### src/rtl/cmos_dvp_tx_pkg.sv
// Shared types and constants for the DVP transmitter (camera-bus sensor emulator).
package cmos_dvp_pkg;

  typedef enum logic [2:0] {IDLE, VSYNC, VBACK, ACTIVE, VFRONT} dvp_state_e;

  localparam int CNT_W = 12;
  localparam int LP    = 2 * 640 + 144;

  // Line period in clock cycles: two byte cycles per pixel plus horizontal blanking.
  function automatic int line_period(input int h_disp, input int h_blank);
    return 2 * h_disp + h_blank;
  endfunction

endpackage

### src/rtl/cmos_dvp_tx_if.sv
// Pixel-stream handshake and DVP byte bus; master is the transmitter side.
interface cmos_dvp_tx_if;
  import cmos_dvp_pkg::*;

  logic [15:0] iPIX_DATA;
  logic        iPIX_VALID;
  logic        oPIX_READY;
  logic        CMOS_VSYNC;
  logic        CMOS_HREF;
  logic [7:0]  CMOS_DATA;

  modport master (input iPIX_DATA, iPIX_VALID,
                  output oPIX_READY, CMOS_VSYNC, CMOS_HREF, CMOS_DATA);
  modport slave  (output iPIX_DATA, iPIX_VALID,
                  input oPIX_READY, CMOS_VSYNC, CMOS_HREF, CMOS_DATA);

endinterface

### src/rtl/cmos_dvp_tx_timing.sv
// Frame/line sequencer: state machine plus h/v counters, producing registered sync strobes.
module cmos_dvp_timing
  import cmos_dvp_pkg::*;
#(
  parameter int H_DISP   = 640,
  parameter int V_DISP   = 480,
  parameter int H_BLANK  = 144,
  parameter int VS_LINES = 4,
  parameter int VB_LINES = 16,
  parameter int VF_LINES = 8
) (
  input  logic clk,
  input  logic rst,
  input  logic en_i,
  output logic vsync_o,
  output logic href_o,
  output logic byte_phase_o,
  output logic ready_next_o,
  output logic frame_start_o,
  output logic frame_end_o
);

  localparam int              LINE_LEN  = line_period(H_DISP, H_BLANK);
  localparam logic [CNT_W-1:0] LAST_H    = CNT_W'(LINE_LEN - 1);
  localparam logic [CNT_W-1:0] ACT_BYTES = CNT_W'(2 * H_DISP);

  dvp_state_e       state_q, state_d;
  logic [CNT_W-1:0] hCnt_q, hCnt_d;
  logic [CNT_W-1:0] vCnt_q, vCnt_d;
  logic [CNT_W-1:0] lastLine;
  logic             lineEnd;

  // Counters describe the position shown on the bus one cycle later, so registering
  // from the _q side lines up with the bus and from the _d side gives one cycle of lookahead.
  always_comb begin
    state_d  = state_q;
    hCnt_d   = hCnt_q;
    vCnt_d   = vCnt_q;
    lineEnd  = (hCnt_q == LAST_H);
    lastLine = CNT_W'(VF_LINES - 1);
    case (state_q)
      VSYNC:   lastLine = CNT_W'(VS_LINES - 1);
      VBACK:   lastLine = CNT_W'(VB_LINES - 1);
      ACTIVE:  lastLine = CNT_W'(V_DISP - 1);
      default: ;
    endcase
    if (state_q == IDLE) begin
      if (en_i) begin
        state_d = VSYNC;
        hCnt_d  = '0;
        vCnt_d  = '0;
      end
    end else begin
      hCnt_d = lineEnd ? '0 : hCnt_q + 1'b1;
      if (lineEnd) begin
        if (vCnt_q == lastLine) begin
          vCnt_d = '0;
          case (state_q)
            VSYNC:   state_d = VBACK;
            VBACK:   state_d = ACTIVE;
            ACTIVE:  state_d = VFRONT;
            default: state_d = en_i ? VSYNC : IDLE;
          endcase
        end else begin
          vCnt_d = vCnt_q + 1'b1;
        end
      end
    end
  end

  always_ff @(posedge clk or posedge rst) begin
    if (rst) begin
      state_q       <= IDLE;
      hCnt_q        <= '0;
      vCnt_q        <= '0;
      vsync_o       <= 1'b1;
      href_o        <= 1'b0;
      byte_phase_o  <= 1'b0;
      ready_next_o  <= 1'b0;
      frame_start_o <= 1'b0;
      frame_end_o   <= 1'b0;
    end else begin
      state_q       <= state_d;
      hCnt_q        <= hCnt_d;
      vCnt_q        <= vCnt_d;
      vsync_o       <= (state_q == IDLE) || (state_q == VSYNC);
      href_o        <= (state_q == ACTIVE) && (hCnt_q < ACT_BYTES);
      ready_next_o  <= (state_d == ACTIVE) && (hCnt_d < ACT_BYTES) && !hCnt_d[0];
      byte_phase_o  <= (state_d == ACTIVE) && (hCnt_d < ACT_BYTES) && hCnt_d[0];
      frame_start_o <= (state_q == VSYNC) && (vCnt_q == '0) && (hCnt_q == '0);
      frame_end_o   <= (state_q == VFRONT) && lineEnd && (vCnt_q == lastLine);
    end
  end

endmodule

### src/rtl/cmos_dvp_tx.sv
// DVP transmitter top: RGB565 stream in, sensor-like VSYNC/HREF/byte bus out.
module cmos_dvp_tx
  import cmos_dvp_pkg::*;
#(
  parameter int H_DISP   = 640,
  parameter int V_DISP   = 480,
  parameter int H_BLANK  = 144,
  parameter int VS_LINES = 4,
  parameter int VB_LINES = 16,
  parameter int VF_LINES = 8
) (
  input  logic              iCLK,
  input  logic              iRST,
  input  logic              iEN,
  cmos_dvp_tx_if.master     bus,
  output logic              CMOS_PCLK,
  output logic              oFRAME_START,
  output logic              oUNDERRUN,
  output logic [7:0]        oFRAME_CNT
);

  logic       vsync, href, bytePhase, readyNext, frameEnd;
  logic [7:0] data_q, data_d, low_q, low_d, cnt_q, cnt_d;
  logic       under_q, under_d;

  cmos_dvp_timing #(
    .H_DISP(H_DISP), .V_DISP(V_DISP), .H_BLANK(H_BLANK),
    .VS_LINES(VS_LINES), .VB_LINES(VB_LINES), .VF_LINES(VF_LINES)
  ) u_timing (
    .clk          (iCLK),
    .rst          (iRST),
    .en_i         (iEN),
    .vsync_o      (vsync),
    .href_o       (href),
    .byte_phase_o (bytePhase),
    .ready_next_o (readyNext),
    .frame_start_o(oFRAME_START),
    .frame_end_o  (frameEnd)
  );

  // A missing pixel is sent as zero so the line keeps its timing.
  always_comb begin
    data_d  = '0;
    low_d   = low_q;
    under_d = 1'b0;
    cnt_d   = cnt_q;
    if (readyNext) begin
      data_d  = bus.iPIX_VALID ? bus.iPIX_DATA[15:8] : 8'h00;
      low_d   = bus.iPIX_VALID ? bus.iPIX_DATA[7:0]  : 8'h00;
      under_d = !bus.iPIX_VALID;
    end else if (bytePhase) begin
      data_d = low_q;
    end
    if (frameEnd) cnt_d = cnt_q + 8'd1;
  end

  always_ff @(posedge iCLK or posedge iRST) begin
    if (iRST) begin
      data_q  <= '0;
      low_q   <= '0;
      under_q <= 1'b0;
      cnt_q   <= '0;
    end else begin
      data_q  <= data_d;
      low_q   <= low_d;
      under_q <= under_d;
      cnt_q   <= cnt_d;
    end
  end

  assign CMOS_PCLK      = ~iCLK;
  assign bus.CMOS_VSYNC = vsync;
  assign bus.CMOS_HREF  = href;
  assign bus.CMOS_DATA  = data_q;
  assign bus.oPIX_READY = readyNext;
  assign oUNDERRUN      = under_q;
  assign oFRAME_CNT     = cnt_q;

endmodule

### src/flat_wrapper.sv
// flat-port wrapper written by rule: the top's interface ports become plain ports
module cmos_dvp_tx_flat import cmos_dvp_pkg::*;
#(
  parameter int H_DISP   = 640,
  parameter int V_DISP   = 480,
  parameter int H_BLANK  = 144,
  parameter int VS_LINES = 4,
  parameter int VB_LINES = 16,
  parameter int VF_LINES = 8
)
  (iCLK, iRST, iEN, CMOS_PCLK, oFRAME_START, oUNDERRUN, oFRAME_CNT, bus_iPIX_DATA, bus_iPIX_VALID, bus_oPIX_READY, bus_CMOS_VSYNC, bus_CMOS_HREF, bus_CMOS_DATA);
  cmos_dvp_tx_if bus_i ();
  input  logic iCLK;
  input  logic iRST;
  input  logic iEN;
  output logic CMOS_PCLK;
  output logic oFRAME_START;
  output logic oUNDERRUN;
  output logic [7:0] oFRAME_CNT;
  input wire logic [$bits(bus_i.iPIX_DATA)-1:0] bus_iPIX_DATA;
  input wire logic [$bits(bus_i.iPIX_VALID)-1:0] bus_iPIX_VALID;
  output wire logic [$bits(bus_i.oPIX_READY)-1:0] bus_oPIX_READY;
  output wire logic [$bits(bus_i.CMOS_VSYNC)-1:0] bus_CMOS_VSYNC;
  output wire logic [$bits(bus_i.CMOS_HREF)-1:0] bus_CMOS_HREF;
  output wire logic [$bits(bus_i.CMOS_DATA)-1:0] bus_CMOS_DATA;
  assign bus_i.iPIX_DATA = bus_iPIX_DATA;
  assign bus_i.iPIX_VALID = bus_iPIX_VALID;
  assign bus_oPIX_READY = bus_i.oPIX_READY;
  assign bus_CMOS_VSYNC = bus_i.CMOS_VSYNC;
  assign bus_CMOS_HREF = bus_i.CMOS_HREF;
  assign bus_CMOS_DATA = bus_i.CMOS_DATA;
  cmos_dvp_tx #(.H_DISP(H_DISP), .V_DISP(V_DISP), .H_BLANK(H_BLANK), .VS_LINES(VS_LINES), .VB_LINES(VB_LINES), .VF_LINES(VF_LINES)) u_core (.iCLK(iCLK), .iRST(iRST), .iEN(iEN), .bus(bus_i), .CMOS_PCLK(CMOS_PCLK), .oFRAME_START(oFRAME_START), .oUNDERRUN(oUNDERRUN), .oFRAME_CNT(oFRAME_CNT));
endmodule
### config.mk
export PLATFORM = sky130hd
export DESIGN_NAME = cmos_dvp_tx_flat
export DESIGN_NICKNAME = d
export VERILOG_FILES = /design/src/rtl/cmos_dvp_tx_pkg.sv /design/src/rtl/cmos_dvp_tx_if.sv /design/src/rtl/cmos_dvp_tx_timing.sv /design/src/rtl/cmos_dvp_tx.sv /design/src/flat_wrapper.sv
export SDC_FILE = /design/constraint.sdc
export NUM_CORES = 1
export LEC_CHECK = 0
export CAP_MARGIN = 20
export CORE_ASPECT_RATIO = 1.4
export CORE_MARGIN = 4
export CORE_UTILIZATION = 40
export DETAILED_ROUTE_END_ITERATION = 7
export HOLD_SLACK_MARGIN = 0.12
export PLACE_DENSITY = 0.72
export SLEW_MARGIN = 20
export SYNTH_ARGS = -nofsm -noshare
export SYNTH_HDL_FRONTEND = slang
export SYNTH_SLANG_ARGS = --single-unit
### constraint.sdc
create_clock -name iCLK -period 2.8 [get_ports iCLK]
set_clock_uncertainty 0.15 [all_clocks]
set_input_delay 0.56 -clock iCLK [delete_from_list [all_inputs] [get_ports iCLK]]
set_output_delay 0.56 -clock iCLK [all_outputs]
set_load 0.01 [all_outputs]
# After elaboration in Yosys (flattened, before gate mapping)
# Cells that the tools add are included.
[totals]
register_bits = 58
inputBits = 20
output_inout_bits = 22
elab_cells = 62
[classes]
n_addsub = 3
order_cmp = 2
eq_ne = 8
mux = 19
n_bitwise = 1
reduce_logical = 16
[op_table]
columns = ["cell", "count"]
rows = [
  ["12-bit two-way mux", 7],
  ["8-bit two-way mux", 4],
  ["9-bit one-hot mux with 3 select lines", 1],
  ["12-bit by 1-bit adder with 12-bit output (second input constant)", 2],
  ["12-bit zero test", 2],
  ["12-bit by 11-bit less-than comparator with 1-bit output (second input constant)", 2],
  ["12-bit by 11-bit == test with 1-bit output (second input constant)", 1],
  ["12-bit == test", 1],
  ["3-bit two-way mux", 4],
  ["3-bit by 2-bit == test with 1-bit output (second input constant)", 3],
  ["3-bit one-hot mux with 3 select lines", 1],
  ["8-bit by 1-bit adder with 8-bit output (second input constant)", 1],
  ["1-bit logical AND", 8],
  ["3-bit by 1-bit == test with 1-bit output (second input constant)", 1],
  ["3-bit == test (second input constant)", 1],
  ["3-bit zero test", 1],
  ["1-bit zero test", 2],
  ["1-bit two-way mux", 2],
  ["2-bit inequality test (second input constant)", 1],
  ["2-bit AND reduction", 1],
  ["2-bit nonzero test", 1],
  ["1-bit logical OR", 1],
  ["1-bit inverter", 1],
]

# Depth between registers and ports, before layout
# Gate-level depths: netlist of run 1.
[logic_depth]
depth_word = 9
ltp_mapped = 9
depth_no_buf = 7

# Modules after synthesis
# Synthesis of run 1 repeated with hierarchy kept, for this count alone.
[unflattened]
hier_cells = 303
hier_area_um2 = 2877.8
[by_module_without_submodules]
columns = ["mod", "instances", "cells_each", "area_each_um2"]
rows = [
  ["cmos_dvp_timing", 1, 217, 1890.6],
  ["cmos_dvp_tx", 1, 86, 987.2],
]

==> results by stage, run 1 <==
Floorplan:
- The overall die area is just under 9000 µm².
- The region available for standard cell placement spans 6980 µm².
- The number of cell rows is 36.
- For this configuration, the core starts out at a cell density of 41.4%.
- The overall die width is 79.8 µm.
- The chip height is between 100 and 150 µm.
- The top-level I/O count is 42.

Pwr:
- The share of total power dissipated in the clock network is approximately half.
- Of the total power, the share spent switching nets is 20.5%.
- The total power is 1.80 mW.
- Power spread over the standard cell area amounts to around 500 nW/µm².
- The leakage power is 1.64 nW.
- The internal cell power is between 1 and 1.5 mW.
- Sequential cells account for between 40 and 50% of the total power.
- The switching power is 0.369 mW.
- The combinational cell fraction of total power is 2.6%.
- Across the VDD grid, the largest voltage drop is between 0.2 and 0.25 mV.

Job:
- The count of max-cap constraint violations is 0.

Setup path:
- Data on the critical path arrives at its endpoint at 2030 ps.
- The number of buffer and inverter instances along the worst setup path is 4.
- The setup path with the least slack is of type clk -> out.
- In this design, the critical path's most frequently occurring cell is sky130_fd_sc_hd__clkbuf_8.
- Traced cell by cell, the critical path runs through clkbuf_8 > clkbuf_8 > inv_1 > dlygate4sd2_1.
- The sort of element at the start of the critical path is a clock port.
- The type of element capturing the critical path is a primary output.
- The delay of the slowest cell on the worst path is 250 ps.
- The cell with the largest stage delay on the worst path is sky130_fd_sc_hd__dlygate4sd2_1.
- Broken down by cell family, the worst path's largest delay share belongs to buffers and inverters.
- Along the worst path, the maximum fanout reaches 10.
- The data required time at the worst endpoint is 2090 ps.

Logic synthesis:
- Synthesis handed over a netlist of 294 instances.
- The post-synthesis register bit count is 58.
- The average instance in the mapped netlist occupies 9.83 µm².
- The net count after synthesis is around 320.
- The number of library cell types mapped by synthesis is 53.
- The share of the Yosys chip area taken by registers is 50.3%.
- The leading register cell type out of synthesis is sky130_fd_sc_hd__dfrtp_1.
- For this run, the number of Yosys warnings is 0.
- After synthesis the cells add up to 2890 µm².
- The number of enable flip-flop cells after synthesis is 0.
- Of all flip-flops after synthesis, the portion carrying an async set or reset was 100%.
- By area the synthesized netlist is led by sky130_fd_sc_hd__dfrtp_1, sky130_fd_sc_hd__o21ai_0, sky130_fd_sc_hd__nand2_1, sky130_fd_sc_hd__nand3_1, sky130_fd_sc_hd__nor2_1.
- The cell type contributing the most total cell area after synthesis is sky130_fd_sc_hd__dfrtp_1.
- The share of the synthesized area in the top cell type is roughly 49%.

Clock tree:
- The TritonCTS clock tree is built.
- Clock-pin slew was measured on the worst setup and hold paths at 70 ps.
- Buffers inserted during clock tree synthesis total 9.
- The CTS root buffer is sky130_fd_sc_hd__clkbuf_8.
- CTS built an H-tree with a depth of 3.
- For the worst-skew pair, the clock arrives at the later sink with an insertion delay of 340 ps.
- The longest clock path from root to sink contains 2 buffers.

Routing:
- The detail route stage leaves a number of antenna-violating nets equal to 0.
- The via total after detailed routing is 2341.
- The number of vias per cell is 5.33.
- The average wire length per cell after detail routing is 14.5 µm.
- The detailed-route wire length is 6370 µm.
- The length of the first detailed-routing pass in iterations is 4.
- The number of DRC violations after detailed-routing iteration 0 is about 100.
- In the routed design, unresolved DRC markers number 0.

Global routing:
- The via count of the first global-routing pass was 2305.
- The initial antenna violation count is 0.
- Across every metal layer, demand over resource in global routing totals approximately 16%.
- Global routing finished with a remaining overflow of 0.
- The maximum number of pins on one net before global-route repair is 35.
- The first global-routing pass estimated 10400 µm of wire.

Placed design:
- The post-placement cell count is 423.
- Summing all placed instances gives a cell area of 3390 µm².
- The worst-case setup slack after placement is 149 ps.
- The final RePlAce weighted congestion is roughly 0.88.
- The number of port buffers is between 40 and 50.
- The wire-length estimate of the detail-placed layout is 4550 µm.

Cells and area:
- Leaving out fill and tap cells, the most frequent cell in the layout is sky130_fd_sc_hd__dfrtp_1.
- The library cells used most frequently in the layout, excluding fill and tap cells, are sky130_fd_sc_hd__dfrtp_1, sky130_fd_sc_hd__clkdlybuf4s50_1, sky130_fd_sc_hd__nand2_1.
- The final core area utilization is 51.8%.
- Relative to the synthesized area, the layout overhead comes to 25.2%.
- With fillers left out, the area of the finished cells amounts to 3620 µm².
- The count of inserted antenna diode cells is 0.
- Of the cells placed in the final design, the portion with a size suffix greater than 1 is 11.0%.
- In the final design database the tool counted 364 nets.
- The final non-filler cell total is 439.

STA:
- Setup repair after global routing left no endpoint under its margin.
- Hold timing on the final database bottoms out at a slack of 320 ps.
- The final hold violation count came to 0.
- Adding up every negative setup slack in the final design gives 0 ps.
- The number of slew-limit violations in the final report is 0.
- Once routing completed, OpenROAD measured the worst setup slack at ~64 ps.
- The slew of the pin with the lowest slew margin is 725 ps.
- The count of final setup violators is 0.
- In this run the tightest slew margin relative to its limit is 51.5%.

Outcome:
- The run finished with clean final reports.

Worst hold path:
- The worst hold path belongs to the class reg -> reg.
## worst register-to-register path: stages (launching register included)
cell and delay, ps:
sky130_fd_sc_hd__dfrtp_1 440, sky130_fd_sc_hd__or4_4 570, sky130_fd_sc_hd__o31a_2 420, sky130_fd_sc_hd__a21o_1 180, sky130_fd_sc_hd__a21oi_1 210, sky130_fd_sc_hd__nand3_1 160
sky130_fd_sc_hd__nor4b_1 320
## power by group through the flow
stage                     clock [mW]  combinational, mW  sequential (mW)
after global routing           0.970             0.0534            0.837
after CTS                      0.937             0.0492            0.838
after global placement        0.0413             0.0489            0.853
after floorplan               0.0140             0.0127            0.854
after detailed placement      0.0413             0.0486            0.853
final                          0.912             0.0473            0.838
## cell usage after synthesis (all sizes together) (2+ instances only)
cell type / instances
o21ai: 27
nor2: 19
o22a: 4
nor2b: 7
or4: 2
and2: 2
buf: 6
or3: 4
nor3: 5
a21oi: 6
ha: 5
mux2: 2
dfrtp: 57
clkbuf: 7
nand2b: 5
nand2: 32
and3: 4
o22ai: 2
xor2: 6
a22o: 8
o31ai: 6
nor4: 7
nand4: 5
inv: 17
nand3: 16
a21o: 8
or2: 3
nor4b: 3
xnor2: 4
## final timing paths
kind | from | end | slack (ps) | depth (start not counted)
max in group asynchronous | iRST | u_core.u_timing.vsync_o$_DFF_PP1_ | 1430 | 3
worst max register to register | u_core.u_timing.hCnt_q[4]$_DFFE_PP0P_ | u_core.u_timing.byte_phase_o$_DFF_PP0_ | 230 | 6
worst max-delay path | iCLK | CMOS_PCLK | 60 | 4
worst min register to register | u_core.oFRAME_CNT[7]$_DFFE_PP0P_ | u_core.oFRAME_CNT[7]$_DFFE_PP0P_ | 320 | 1
min in group asynchronous | iRST | u_core.oFRAME_CNT[7]$_DFFE_PP0P_ | 440 | 2
worst min-delay path | u_core.oFRAME_CNT[7]$_DFFE_PP0P_ | u_core.oFRAME_CNT[7]$_DFFE_PP0P_ | 320 | 1
## state kept, by name, summed over array words and instances (netlist names)
register                       cells
u_core.bus.CMOS_DATA               8
u_core.low_q                       8
u_core.oFRAME_CNT                  8
u_core.oUNDERRUN                   1
u_core.u_timing.byte_phase_o       1
u_core.u_timing.frame_end_o        1
u_core.u_timing.frame_start_o      1
u_core.u_timing.hCnt_q            12
u_core.u_timing.href_o             1
u_core.u_timing.ready_next_o       1
u_core.u_timing.state_q            3
u_core.u_timing.vCnt_q            12
u_core.u_timing.vsync_o            1
## kinds of logic after synthesis
| family | share of synthesized area (%) |
|---|---|
| muxes | 0.780 |
| and+or+nand+nor | 21.9 |
| xor gates and xnor gates | 3.03 |
| adders and majority gates | 2.17 |
| buffers and inverters | 5.11 |
| AOI/OAI and AO/OA | 16.7 |
| DFF | 50.3 |
## repair_timing
| action | in CTS | in global routing |
|---|---|---|
| hold buffers | 0 | 0 |
| resized for setup | 1 | 0 |
| buffers inserted | 0 | 0 |
| setup endpoints to repair | 1 | 0 |
## area by class of cell
type / instances / area, µm²
fill: 641 / 3360
sequential: 58 / 1450
multi-input combinational: 206 / 1290
timing repair buffer: 46 / 458
clock buffer: 13 / 164
tap: 95 / 119
clock inverter: 5 / 76.3
inverter: 16 / 60.1
## layer usage
metal  routed length [µm]  vias to the layer above  track usage (%)
li1                     -                     1132                -
met1                 2480                     1111             16.4
met5                    0                        -                0
met2                 3250                       85             27.7
met4                  165                        0             9.18
met3                  476                       13             4.92
No activity file was read; power rests on OpenSTA's default activity.
==> run 2: changes to the inputs <==
- CORE_MARGIN: 4 -> not set
==> results by stage, run 2 (same netlist as run 1, synthesis figures left out) <==
Outcome:
- Run status: complete, no violations (unchanged).

Floorplan:
- The chip height is 103 µm (was 109 µm).
- The overall die width is 73.8 µm (was 79.8 µm).
- The number of cell rows came to 36 (unchanged).
- The overall die area came to 7570 µm² (was 8670 µm²).
- The placeable core region is 6980 µm² (unchanged).
- The top-level I/O count is 42 (unchanged).
- The initial cell density of the core was 41.4% (unchanged).

Cells and area:
- The count of inserted antenna diode cells came to 0 (unchanged).
- The area added between synthesis and finish is 23.3% (was 25.2%).
- Largest registers in the final layout: u_core.u_timing.hCnt_q (12), u_core.u_timing.vCnt_q (12) (unchanged).
- The fraction of final layout cells sized beyond drive strength 1 is 10.8% (was 11.0%).
- Leading cell types in the layout, fill and taps excluded: sky130_fd_sc_hd__dfrtp_1, sky130_fd_sc_hd__clkdlybuf4s50_1, sky130_fd_sc_hd__nand2_1 (unchanged).
- The most common cell after layout, fill and taps aside was sky130_fd_sc_hd__dfrtp_1 (unchanged).
- The finished layout cell area is 3560 µm² (was 3620 µm²).
- The count of nets after finishing is 363 (was 364).

Setup path:
- The critical path start-end classification is clk -> out (unchanged).
- The delay of the slowest cell on the worst path is 250 ps (about the same).
- The data arrival at the endpoint of the critical path is 2020 ps (was 2030 ps).
- The type of element capturing the critical path is a primary output (unchanged).
- The cell repeated most along the worst path is sky130_fd_sc_hd__clkbuf_8 (unchanged).
- The origin of the critical flop-to-flop path is u_core.u_timing.hCnt_q[4]$_DFFE_PP0P_ (unchanged).
- Critical path, cell by cell: clkbuf_8 > clkbuf_8 > inv_1 > dlygate4sd2_1 (unchanged).
- The sort of element at the start of the critical path is a clock port (unchanged).
- The cell with the largest stage delay on the worst path is sky130_fd_sc_hd__dlygate4sd2_1 (unchanged).
- The number of cell instances on the worst register-to-register path is 5 (was 6).
- The highest fanout seen on the critical path is 10 (unchanged).
- The launch point of the critical path is iCLK (unchanged).
- The end point of the critical path is CMOS_PCLK (unchanged).
- The end of the worst register-to-register path is u_core.u_timing.vCnt_q[6]$_DFFE_PP0P_ (was u_core.u_timing.byte_phase_o$_DFF_PP0_).
- The flop-to-flop setup slack was 210 ps (was 230 ps).
- The data required time at the worst endpoint is 2090 ps (about the same).

STA:
- The relative slew slack is 50.6% (was 51.5%).
- The aggregate negative setup slack is 0 ps (unchanged).
- The slew of the pin with the lowest slew margin is 738 ps (was 725 ps).
- The final hold violation count is 0 (unchanged).
- The number of slew-limit violations in the final report came to 0 (unchanged).
- Unrepaired setup endpoints after global routing: no (unchanged).
- The worst hold margin was 322 ps (was 320 ps).
- The count of final setup violators is 0 (unchanged).

Placed design:
- The total placed instance area is 3380 µm² (was 3390 µm²).
- The placed wire-length estimate is 4330 µm (was 4550 µm).
- The number of port buffers is 41 (unchanged).
- The final RePlAce weighted congestion came to 0.859 (was 0.882).

Global routing:
- The via count of the first global-routing pass is 2268 (was 2305).
- The met2 routing resource usage after global routing is 31.6% (was 27.7%).
- The global routing usage summed across all routing layers is 17.8% (was 15.8%).
- The maximum number of pins on one net before global-route repair was 35 (unchanged).
- The global-route track usage on met1 is 19.1% (was 16.4%).
- The total congestion overflow after global routing is 0 (unchanged).
- The initial antenna violation count is 0 (unchanged).
- The busiest layer in global routing is met2 (unchanged).
- The first-pass GRT wire length came to 10100 µm (was 10400 µm).
- The met3 capacity usage during global routing is 3.81% (was 4.92%).

Clock tree:
- The number of buffers added by the clock tree synthesis step is 9 (unchanged).
- The insertion delay to the later sink of the worst-skew pair is 340 ps (about the same).
- The TritonCTS clock tree is built (unchanged).
- The number of hold buffers added after CTS is 0 (unchanged).
- The maximum root-to-sink buffer count is 2 (unchanged).
- The maximum level of the CTS H-tree is 3 (unchanged).
- The CTS root buffer was sky130_fd_sc_hd__clkbuf_8 (unchanged).
- The post-CTS clock slew at the launch and capture registers of the worst setup and hold paths was 60 ps (was 70 ps).

Pwr:
- The power density normalized to cell area came to 454 nW/µm² (was 497 nW/µm²).
- The leakage power was 1.62 nW (was 1.64 nW).
- The total power is 1.62 mW (was 1.80 mW).
- The worst-case vdd ir drop is 0.208 mV (was 0.243 mV).

Routing:
- The length of the first detailed-routing pass in iterations is 4 (unchanged).
- The via total after detailed routing was 2324 (was 2341).
- The post-detailed-route count of antenna-violating nets is 0 (unchanged).
- The number of vias per cell is 5.31 (was 5.33).
- The average wire length per cell after detail routing is 14.0 µm (was 14.5 µm).
- The detailed-route wire length is 6140 µm (was 6370 µm).
- The number of DRC violations after detailed-routing iteration 0 is 90 (was 104).
- The number of DRC violations after detailed routing is 0 (unchanged).

Job:
- The count of max-cap constraint violations is 0 (unchanged).

Worst hold path:
- The class of the worst hold path was reg -> reg (unchanged).
- The count of cells along the worst hold path is 1 (unchanged).
## run 2: cell count changes in the layout (fill, tap and decap cells not counted)
cell | previous run | this run
sky130_fd_sc_hd__clkbuf_1 | 1 | 0
sky130_fd_sc_hd__inv_1 | 16 | 17
sky130_fd_sc_hd__buf_4 | 5 | 4
sky130_fd_sc_hd__clkinv_2 | 1 | 2
sky130_fd_sc_hd__bufinv_16 | 2 | 0
sky130_fd_sc_hd__inv_4 | 0 | 2
sky130_fd_sc_hd__clkinvlp_4 | 1 | 0
## run 2: area by class of cell
cell class / instances / area [µm²]
Clock inverter: 6 / 30.0
Clock buffer: 12 / 160
Timing Repair Buffer: 45 / 450
Inverter: 16 / 60.1
Fill cell: 634 / 3420
Multi-Input combinational cell: 206 / 1290
Tap cell: 95 / 119
Sequential cell: 58 / 1450
## run 2: worst min path at each step
| stage | startpoint | endpoint | slack (ps) |
|---|---|---|---|
| after global routing | u_core.oFRAME_CNT[7]$_DFFE_PP0P_ | u_core.oFRAME_CNT[7]$_DFFE_PP0P_ | 340 |
| after floorplan | u_core.u_timing.hCnt_q[11]$_DFF_PP0_ | u_core.u_timing.href_o$_DFF_PP0_ | 290 |
| after global placement | u_core.oFRAME_CNT[7]$_DFFE_PP0P_ | u_core.oFRAME_CNT[7]$_DFFE_PP0P_ | 310 |
| after CTS | u_core.oFRAME_CNT[7]$_DFFE_PP0P_ | u_core.oFRAME_CNT[7]$_DFFE_PP0P_ | 330 |
| final | u_core.oFRAME_CNT[7]$_DFFE_PP0P_ | u_core.oFRAME_CNT[7]$_DFFE_PP0P_ | 320 |
| after detailed placement | u_core.oFRAME_CNT[7]$_DFFE_PP0P_ | u_core.oFRAME_CNT[7]$_DFFE_PP0P_ | 310 |
## run 2: layer usage
layer,up-vias,share of wire [%]
met2,81,50
met1,1094,42
met3,16,4.5
met5,-,0
li1,1133,-
met4,0,2.8
## run 2: power by group
group	switching [mW]	total, mW	leakage, nW	internal [mW]
logic	0.0218	0.0482	0.788	0.0263
registers	0	0.838	0.724	0.838
clock network	0.352	0.732	0.112	0.380
total	0.374	1.62	1.62	1.24
## run 2: critical path: cells and delay by family
kind	cells	cell delay (ps)
buffers and inverters	4	610
## run 2: timing repair
item,CTS,global route
setup buffers,0,0
setup endpoints to repair,1,0
resized for setup,1,0
## run 2: per-stage QoR
stage                     cells  utilization, %  setup WS (ps)
final                       438            51.0           72.0
after global routing        438            51.0           44.8
after CTS                   438            51.0           52.8
after detailed placement    422            48.5            149
after global placement      422            48.5            149
after floorplan             294               -            460
